`config.mk`:
```
export PLATFORM = sky130hd
export DESIGN_NAME = qos_fifo_bank
export DESIGN_NICKNAME = d
export VERILOG_FILES = /design/src/rtl/qos_fifo_bank.sv
export SDC_FILE = /design/constraint.sdc
export NUM_CORES = 1
export LEC_CHECK = 0
export ABC_AREA = 0
export CORE_MARGIN = 1.5
export CORE_UTILIZATION = 55
export CTS_CLUSTER_DIAMETER = 60
export DETAILED_ROUTE_END_ITERATION = 8
export PLACE_DENSITY = 0.86
export SLEW_MARGIN = 40
export SYNTH_ARGS = -nofsm -noshare
export SYNTH_HDL_FRONTEND = slang
export SYNTH_SLANG_ARGS = --single-unit
```
`constraint.sdc`:
```
create_clock -name clk -period 3.1 [get_ports clk]
set_input_delay 0.465 -clock clk [delete_from_list [all_inputs] [get_ports clk]]
set_output_delay 0.465 -clock clk [all_outputs]
set_load 0.05 [all_outputs]
```
`src/rtl/qos_fifo_bank.sv`:
```
// qos_fifo_bank: QUEUE_QUANTITY independent circular FIFOs with occupancy, thresholds and sticky errors.
// Latency: accepted pop -> data_out/data_out_valid one cycle later; status flags combinational from count.
// Backpressure: none upstream; full-queue pushes are dropped (overflow_err), empty-queue pops flag underflow_err.
//
// Ports:
//   clk, rst (sync, active-high, wins over enb), enb (0 freezes state, data_out_valid drops)
//   push/pop        per-queue strobes; data_in/data_out sliced [i*DATA_BITS +: DATA_BITS]
//   umbral_alto/bajo shared almost-full / almost-empty thresholds
//   count           per-queue occupancy, sliced [i*CNT_BITS +: CNT_BITS]
//   full/empty/almost_full/almost_empty  per-queue status
//   err_clr         clears sticky overflow_err/underflow_err (acts even when enb=0)
// Optional macro QOS_FIFO_ERR_COUNT_EN adds err_count: saturating 8-bit error counter per queue.
module qos_fifo_bank #(
  parameter int QUEUE_QUANTITY = 4,
  parameter int DATA_BITS      = 8,
  parameter int BUF_WIDTH      = 3,
  parameter int CNT_BITS       = BUF_WIDTH + 1
) (
  input  logic                                clk,
  input  logic                                rst,
  input  logic                                enb,
  input  logic [QUEUE_QUANTITY-1:0]           push,
  input  logic [QUEUE_QUANTITY*DATA_BITS-1:0] data_in,
  input  logic [QUEUE_QUANTITY-1:0]           pop,
  output logic [QUEUE_QUANTITY*DATA_BITS-1:0] data_out,
  output logic [QUEUE_QUANTITY-1:0]           data_out_valid,
  input  logic [CNT_BITS-1:0]                 umbral_alto,
  input  logic [CNT_BITS-1:0]                 umbral_bajo,
  output logic [QUEUE_QUANTITY*CNT_BITS-1:0]  count,
  output logic [QUEUE_QUANTITY-1:0]           full,
  output logic [QUEUE_QUANTITY-1:0]           empty,
  output logic [QUEUE_QUANTITY-1:0]           almost_full,
  output logic [QUEUE_QUANTITY-1:0]           almost_empty,
  input  logic                                err_clr,
  output logic [QUEUE_QUANTITY-1:0]           overflow_err,
  output logic [QUEUE_QUANTITY-1:0]           underflow_err
`ifdef QOS_FIFO_ERR_COUNT_EN
  ,
  output logic [QUEUE_QUANTITY*8-1:0]         err_count
`endif
);

  localparam int DEPTH = 1 << BUF_WIDTH;
  localparam logic [CNT_BITS-1:0] DEPTH_C = CNT_BITS'(DEPTH);

  logic [DATA_BITS-1:0] mem_q      [QUEUE_QUANTITY][DEPTH];
  logic [DATA_BITS-1:0] mem_d      [QUEUE_QUANTITY][DEPTH];
  logic [BUF_WIDTH-1:0] wr_ptr_q   [QUEUE_QUANTITY];
  logic [BUF_WIDTH-1:0] wr_ptr_d   [QUEUE_QUANTITY];
  logic [BUF_WIDTH-1:0] rd_ptr_q   [QUEUE_QUANTITY];
  logic [BUF_WIDTH-1:0] rd_ptr_d   [QUEUE_QUANTITY];
  logic [CNT_BITS-1:0]  count_q    [QUEUE_QUANTITY];
  logic [CNT_BITS-1:0]  count_d    [QUEUE_QUANTITY];
  logic [DATA_BITS-1:0] data_out_q [QUEUE_QUANTITY];
  logic [DATA_BITS-1:0] data_out_d [QUEUE_QUANTITY];
  logic [QUEUE_QUANTITY-1:0] dvld_q, dvld_d;
  logic [QUEUE_QUANTITY-1:0] ovf_q, ovf_d;
  logic [QUEUE_QUANTITY-1:0] udf_q, udf_d;
  logic [QUEUE_QUANTITY-1:0] push_acc, pop_acc, ovf_evt, udf_evt;

  // Acceptance: a pop is taken only from a non-empty queue, so a push to an
  // empty queue never bypasses into the read path. A full queue still accepts
  // a push when its pop is accepted in the same cycle.
  always_comb begin
    push_acc = '0;
    pop_acc  = '0;
    ovf_evt  = '0;
    udf_evt  = '0;
    for (int i = 0; i < QUEUE_QUANTITY; i++) begin
      pop_acc[i]  = enb & pop[i] & (count_q[i] != '0);
      push_acc[i] = enb & push[i] & ((count_q[i] != DEPTH_C) | pop_acc[i]);
      ovf_evt[i]  = enb & push[i] & ~push_acc[i];
      udf_evt[i]  = enb & pop[i] & ~pop_acc[i];
    end
  end

  always_comb begin
    mem_d  = mem_q;
    dvld_d = pop_acc;
    ovf_d  = '0;
    udf_d  = '0;
    for (int i = 0; i < QUEUE_QUANTITY; i++) begin
      wr_ptr_d[i]   = wr_ptr_q[i] + BUF_WIDTH'(push_acc[i]);
      rd_ptr_d[i]   = rd_ptr_q[i] + BUF_WIDTH'(pop_acc[i]);
      count_d[i]    = count_q[i] + CNT_BITS'(push_acc[i]) - CNT_BITS'(pop_acc[i]);
      data_out_d[i] = pop_acc[i] ? mem_q[i][rd_ptr_q[i]] : data_out_q[i];
      if (push_acc[i]) begin
        mem_d[i][wr_ptr_q[i]] = data_in[i*DATA_BITS +: DATA_BITS];
      end
      // A new error in the clearing cycle keeps the flag set.
      ovf_d[i] = ovf_evt[i] | (ovf_q[i] & ~err_clr);
      udf_d[i] = udf_evt[i] | (udf_q[i] & ~err_clr);
    end
  end

  // Storage is never reset; stale words are unreachable once pointers clear.
  always_ff @(posedge clk) begin
    mem_q <= mem_d;
  end

  always_ff @(posedge clk) begin
    if (rst) begin
      for (int i = 0; i < QUEUE_QUANTITY; i++) begin
        wr_ptr_q[i]   <= '0;
        rd_ptr_q[i]   <= '0;
        count_q[i]    <= '0;
        data_out_q[i] <= '0;
      end
      dvld_q <= '0;
      ovf_q  <= '0;
      udf_q  <= '0;
    end else begin
      wr_ptr_q   <= wr_ptr_d;
      rd_ptr_q   <= rd_ptr_d;
      count_q    <= count_d;
      data_out_q <= data_out_d;
      dvld_q     <= dvld_d;
      ovf_q      <= ovf_d;
      udf_q      <= udf_d;
    end
  end

  always_comb begin
    data_out     = '0;
    count        = '0;
    full         = '0;
    empty        = '0;
    almost_full  = '0;
    almost_empty = '0;
    for (int i = 0; i < QUEUE_QUANTITY; i++) begin
      data_out[i*DATA_BITS +: DATA_BITS] = data_out_q[i];
      count[i*CNT_BITS +: CNT_BITS]      = count_q[i];
      full[i]         = (count_q[i] == DEPTH_C);
      empty[i]        = (count_q[i] == '0);
      almost_full[i]  = (count_q[i] >= umbral_alto);
      almost_empty[i] = (count_q[i] <= umbral_bajo);
    end
  end

  assign data_out_valid = dvld_q;
  assign overflow_err   = ovf_q;
  assign underflow_err  = udf_q;

`ifdef QOS_FIFO_ERR_COUNT_EN
  logic [7:0] err_cnt_q [QUEUE_QUANTITY];
  logic [7:0] err_cnt_d [QUEUE_QUANTITY];

  // At most one of overflow/underflow can occur per queue per cycle
  // (a queue cannot be both full and empty), so a single increment suffices.
  always_comb begin
    for (int i = 0; i < QUEUE_QUANTITY; i++) begin
      err_cnt_d[i] = err_cnt_q[i];
      if (err_clr) begin
        err_cnt_d[i] = (ovf_evt[i] | udf_evt[i]) ? 8'd1 : 8'd0;
      end else if ((ovf_evt[i] | udf_evt[i]) && (err_cnt_q[i] != 8'hFF)) begin
        err_cnt_d[i] = err_cnt_q[i] + 8'd1;
      end
    end
  end

  always_ff @(posedge clk) begin
    if (rst) begin
      for (int i = 0; i < QUEUE_QUANTITY; i++) begin
        err_cnt_q[i] <= '0;
      end
    end else begin
      err_cnt_q <= err_cnt_d;
    end
  end

  always_comb begin
    err_count = '0;
    for (int i = 0; i < QUEUE_QUANTITY; i++) begin
      err_count[i*8 +: 8] = err_cnt_q[i];
    end
  end
`endif

endmodule

```
# ---- Word level (Yosys, flattened, before mapping)
# Cells that the tools add are included.
# Widths: inputs -> output; s select.
dict set report op_classes {
  add_sub_neg 16
  n_lt_le_gt_ge 20
  mux 24
  bitwise 61
  n_reduce_logical 12
  eq_ne 8
}
# op n
set ops {}
lappend ops {{$bwmux 64} 4}
lappend ops {{$bmux 8 s3} 4}
lappend ops {{$demux 8 s3} 4}
lappend ops {{$mux 8} 12}
lappend ops {{$and 1x1->1} 32}
lappend ops {{$ge 4x4->1 const B} 8}
lappend ops {{$not 3->4} 8}
lappend ops {{$add 3x1->3} 8}
lappend ops {{$add 4x1->4} 4}
lappend ops {{$eq 4x4->1 const B} 4}
lappend ops {{$ge 4x4->1} 4}
lappend ops {{$le 4x4->1} 4}
lappend ops {{$logic_not 4->1} 4}
lappend ops {{$lt 4x1->1 const B} 4}
lappend ops {{$ne 4x4->1 const B} 4}
lappend ops {{$reduce_bool 4->1} 4}
lappend ops {{$sub 4x1->4} 4}
lappend ops {{$or 1x1->1} 12}
lappend ops {{$not 1->1} 9}
lappend ops {{$logic_and 1x1->1} 4}
dict set report totals {
  ff_bits 340
  output_inout_bits 76
  wordCells 192
  in_bits 52
}

# ---- Depth between registers and ports, before layout
dict set report logic_depth {
  depth_word 7
  ltp_mapped 13
  mapped_depth_nobuf 12
}

# ---- Worst setup path after synthesis
# No wires, ideal clock.
dict set report synth_timing {
  path_type {flip-flop to flip-flop}
  startpoint {register count_q (netlist bit count[3])}
  endpoint {register count_q (netlist bit count[2])}
  period_less_slack_ps 3642
  setup_ps 128
  slack_ps -542
  n_path_buf 0
  required_ps 2972
  t_arrival_ps 3514
  stages_incl_launch_ff 11
  path_cell_list {dfxtp_1 ha_1 nor3b_1 a21o_1 ha_1 inv_1 ha_1 inv_1 fa_1 xor2_1 nor2_1}
}
dict set report synth_between {
  elab_chain_len 6
  word_cells_on_any_way 7
  classes_between {add/sub (2); eq/ne (1); bitwise (3); reduce/logical (1)}
}
# item line_no
set synth_rtl {}
lappend synth_rtl {{from (decl)} 52} ;# logic [CNT_BITS-1:0] count_q [QUEUE_QUANTITY];
lappend synth_rtl {{from (signal assigned)} 115} ;# count_q <= count_d;
lappend synth_rtl {{$reduce_bool 4->1} 70} ;# pop_acc[i] = enb & pop[i] & (count_q[i] != '0);
lappend synth_rtl {{$and 1x1->1} 70}
lappend synth_rtl {{$or 1x1->1} 71} ;# push_acc[i] = enb & push[i] & ((count_q[i] != DEPTH_C) | pop_acc[i]);
lappend synth_rtl {{$and 1x1->1} 71}
lappend synth_rtl {{$add 4x1->4} 85} ;# count_d[i] = count_q[i] + CNT_BITS'(push_acc[i]) - CNT_BITS'(pop_acc[i]);
lappend synth_rtl {{$sub 4x1->4 (*)} 85}
# Every way passes the cells marked *; elsewhere a longest branch is shown, timed or not.
# A chain may end at the register's enable or synchronous reset.

# ---- Worst setup path in the final report
dict set report layout_timing {
  startpoint {register count_q (netlist bit count[9])}
  endpoint {output almost_empty[2]}
}
dict set report layout_between {
  elab_chain_len 1
}
# item line_no
set layout_rtl {}
lappend layout_rtl {{$le 4x4->1} 136} ;# almost_empty[i] = (count_q[i] <= umbral_bajo);
lappend layout_rtl {{to (decl)} 33} ;# output logic [QUEUE_QUANTITY-1:0] almost_empty,
# Every way passes these cells.

==> impl_metrics.json <==
{
  "max_cap_viol_count": 0,
  "maxClockFrequency_mhz": 350,
  "cts-hold-fix-buffers": 0,
  "pre_cts_slack_ps": 180,
  "synthesis.area_um2": 14100,
  "fin_setup_tns_ps": 0,
  "maxSlewViolCount": 0,
  "drt-total-wl_mm": 29.8,
  "worst_setup_path_start_kind": "flip-flop",
  "synth_top_cells_by_count": "256 x sky130_fd_sc_hd__edfxtp_1, 84 x sky130_fd_sc_hd__dfxtp_1, 72 x sky130_fd_sc_hd__ha_1",
  "cts-htree-levels": 2,
  "syn_nets": 1058,
  "port_buffers": 127,
  "synth_top_flop_cell": "sky130_fd_sc_hd__edfxtp_1",
  "cell_taking_the_most_area_after_synthesis": "sky130_fd_sc_hd__edfxtp_1",
  "worstPathCellList": "ha_1, nor2b_1, o21a_1, o21a_1, o21ai_1, buf_12",
  "vias_per_cell": 5.70,
  "required_ps": 2630,
  "antenna_violations_before_repair": 2,
  "timing.critical_path.fanout_max": 8,
  "p_total_mw": 13.5,
  "setup_viol": 0,
  "cts-resized-gates": 0,
  "number_of_distinct_library_cells_after_synthesis": 41,
  "timing.critical_path.arrival_ps": 2390,
  "critical_path_buf_inv_count": 1,
  "crit_path_frequent_cell": "sky130_fd_sc_hd__o21a_1",
  "critical_path_endpoint_category": "primary output",
  "die_h_um": 163,
  "core-area_um2": 25200,
  "drt_drc_violations_left": 0,
  "critPathLaunch": "count[9]$_SDFF_PP0_",
  "floorplan.die.width_um": 163,
  "synth_largest_type_area_fraction": 0.544,
  "layout-drive-gt1-share": 0.141,
  "finalCriticalPeriod_ps": 2850,
  "postLayoutSetupSlackWorst_ps": 246,
  "finalClockSkew_ps": 18.3,
  "pin_count_of_the_biggest_net_entering_global_routing": 85,
  "global_route_wire_length_before_repair_mm": 46.5,
  "max-clock-path-buffers": 3,
  "final_cells": 1457,
  "path_class_of_the_lowest_slack_min_delay_path": "in2reg",
  "clock_insertion_delay_worst_skew_ps": 500,
  "cellLeakagePower_nw": 6.04,
  "most_common_cell_in_the_synthesized_netlist": "sky130_fd_sc_hd__edfxtp_1",
  "power.density_nw_per_um2": 786,
  "synth-edff-count": 256,
  "cts.root.buffer_cell": "sky130_fd_sc_hd__clkbuf_16",
  "synthesis_warnings": 0,
  "clk_pin_slew_worst_paths_ps": 60,
  "initial_cell_density_of_the_core": 0.561,
  "routedWlPerCell_um": 20.5,
  "rsz0062_at_grt": "no",
  "hold_violations": 0,
  "post-place-cells": 1393,
  "result_of_the_run": "finished, final reports clean",
  "final_antenna_net_count": 0,
  "finalCritPeriodShare": 0.921,
  "via_count_of_the_first_global_routing_pass": 8585,
  "drt_iter0_markers": 684,
  "layout-area-overhead-vs-synth_pct": 21.1,
  "nets": 1228,
  "postSynthAreaPerCell_um2": 15.2,
  "tritoncts_clock_tree": "yes",
  "post_cts.repair.setup_buffers": 0,
  "die_area_um2": 26700,
  "yosys-top-cells-area": "sky130_fd_sc_hd__edfxtp_1 54%, sky130_fd_sc_hd__dfxtp_1 12%, sky130_fd_sc_hd__ha_1 6.4%",
  "synth_seq_area_share": 0.663,
  "grt-ovfl-total": 0,
  "placement_rows": 58,
  "numCtsBuffers": 35,
  "max_slew_margin": 0.458,
  "place.gp.congestion": 0.789,
  "async_flop_share": 0,
  "timing.rr.start": "count[6]$_SDFF_PP0_",
  "dp_hpwl_mm": 19.6,
  "critical_path.top_delay_family": "flip-flops",
  "path_class": "reg2out",
  "io-pin-count": 128,
  "track_usage": 0.230,
  "critical-path-slowest-cell": "sky130_fd_sc_hd__dfxtp_1",
  "synth_seq_cells": 340,
  "cts.sink_count": 340,
  "hold_path_startpoint": "rst",
  "critical-path-max-stage-delay_ps": 650,
  "tightest_slew_ps": 811,
  "synthesized_instance_count": 930,
  "vias": 8307,
  "drt-pass1-iter-count": 7,
  "vdd.ir_drop.worst_uv": 804
}
stage by stage:
step,utilization,instance area (µm²),hold WS [ps]
2_1_floorplan,-,14200,552
4_1_cts,0.680,17100,469
6_report,0.680,17100,454
3_3_place_gp,0.635,16000,457
3_5_place_dp,0.636,16000,476
5_1_grt,0.680,17100,492
sequential cells by signal (all words and copies together), names as in the netlist:
name	count
data_out	32
data_out_valid	4
count	16
overflow_err	4
underflow_err	4
mem_q	256
wr_ptr_q	12
rd_ptr_q	12
kinds of logic (layout without fill, tap and decap cells):
kind of cell,Yosys count,count (layout),synth area share
DFF,340,340,0.663
muxes,96,96,0.0977
and+or+nand+nor,211,211,0.0763
adders and majority gates,76,76,0.0694
other,0,2,0
xor gates and xnor gates,16,16,0.00991
AOI/OAI and AO/OA,107,107,0.0534
buffers and inverters,84,279,0.0307
final timing paths:
kind | cells after the start | end | slack, ps
worst max-delay path | 6 | almost_empty[2] | 250
worst min register to register | 2 | data_out[9]$_SDFFE_PP0P_ | 490
worst max register to register | 12 | count[6]$_SDFF_PP0_ | 510
worst min-delay path | 2 | count[5]$_SDFF_PP0_ | 450
routing by layer:
| layer | up-vias | track usage | share of wire |
|---|---|---|---|
| li1 | 3873 | - | - |
| met3 | 55 | 0.0391 | 0.066 |
| met2 | 291 | 0.387 | 0.49 |
| met1 | 4088 | 0.307 | 0.42 |
| met5 | - | 0 | 0 |
| met4 | 0 | 0.0692 | 0.022 |
where the power goes:
group | internal, mW | total (mW) | switching (mW)
clock network | 2.41 | 4.05 | 1.64
logic | 1.55 | 3.84 | 2.29
registers | 5.19 | 5.56 | 0.373
layout make-up:
type | instances | area, µm²
fill | 1671 | 8060
sequential | 340 | 9370
tap | 330 | 413
antenna | 2 | 5.00
clock buffer | 47 | 951
multi-input combinational | 506 | 4380
clock inverter | 15 | 158
timing repair buffer | 175 | 1680
inverter | 42 | 166
cell usage in the layout (no fill, tap or decap), drive strengths merged, types with 32 or more instances in the layout:
master,n
clkbuf,47
nor2,71
a211oi,32
mux2i,63
dfxtp,84
mux4,33
inv,41
clkdlybuf4s50,118
edfxtp,256
ha,72
nor3,47
buf,57
No activity file was read; power rests on OpenSTA's default activity.
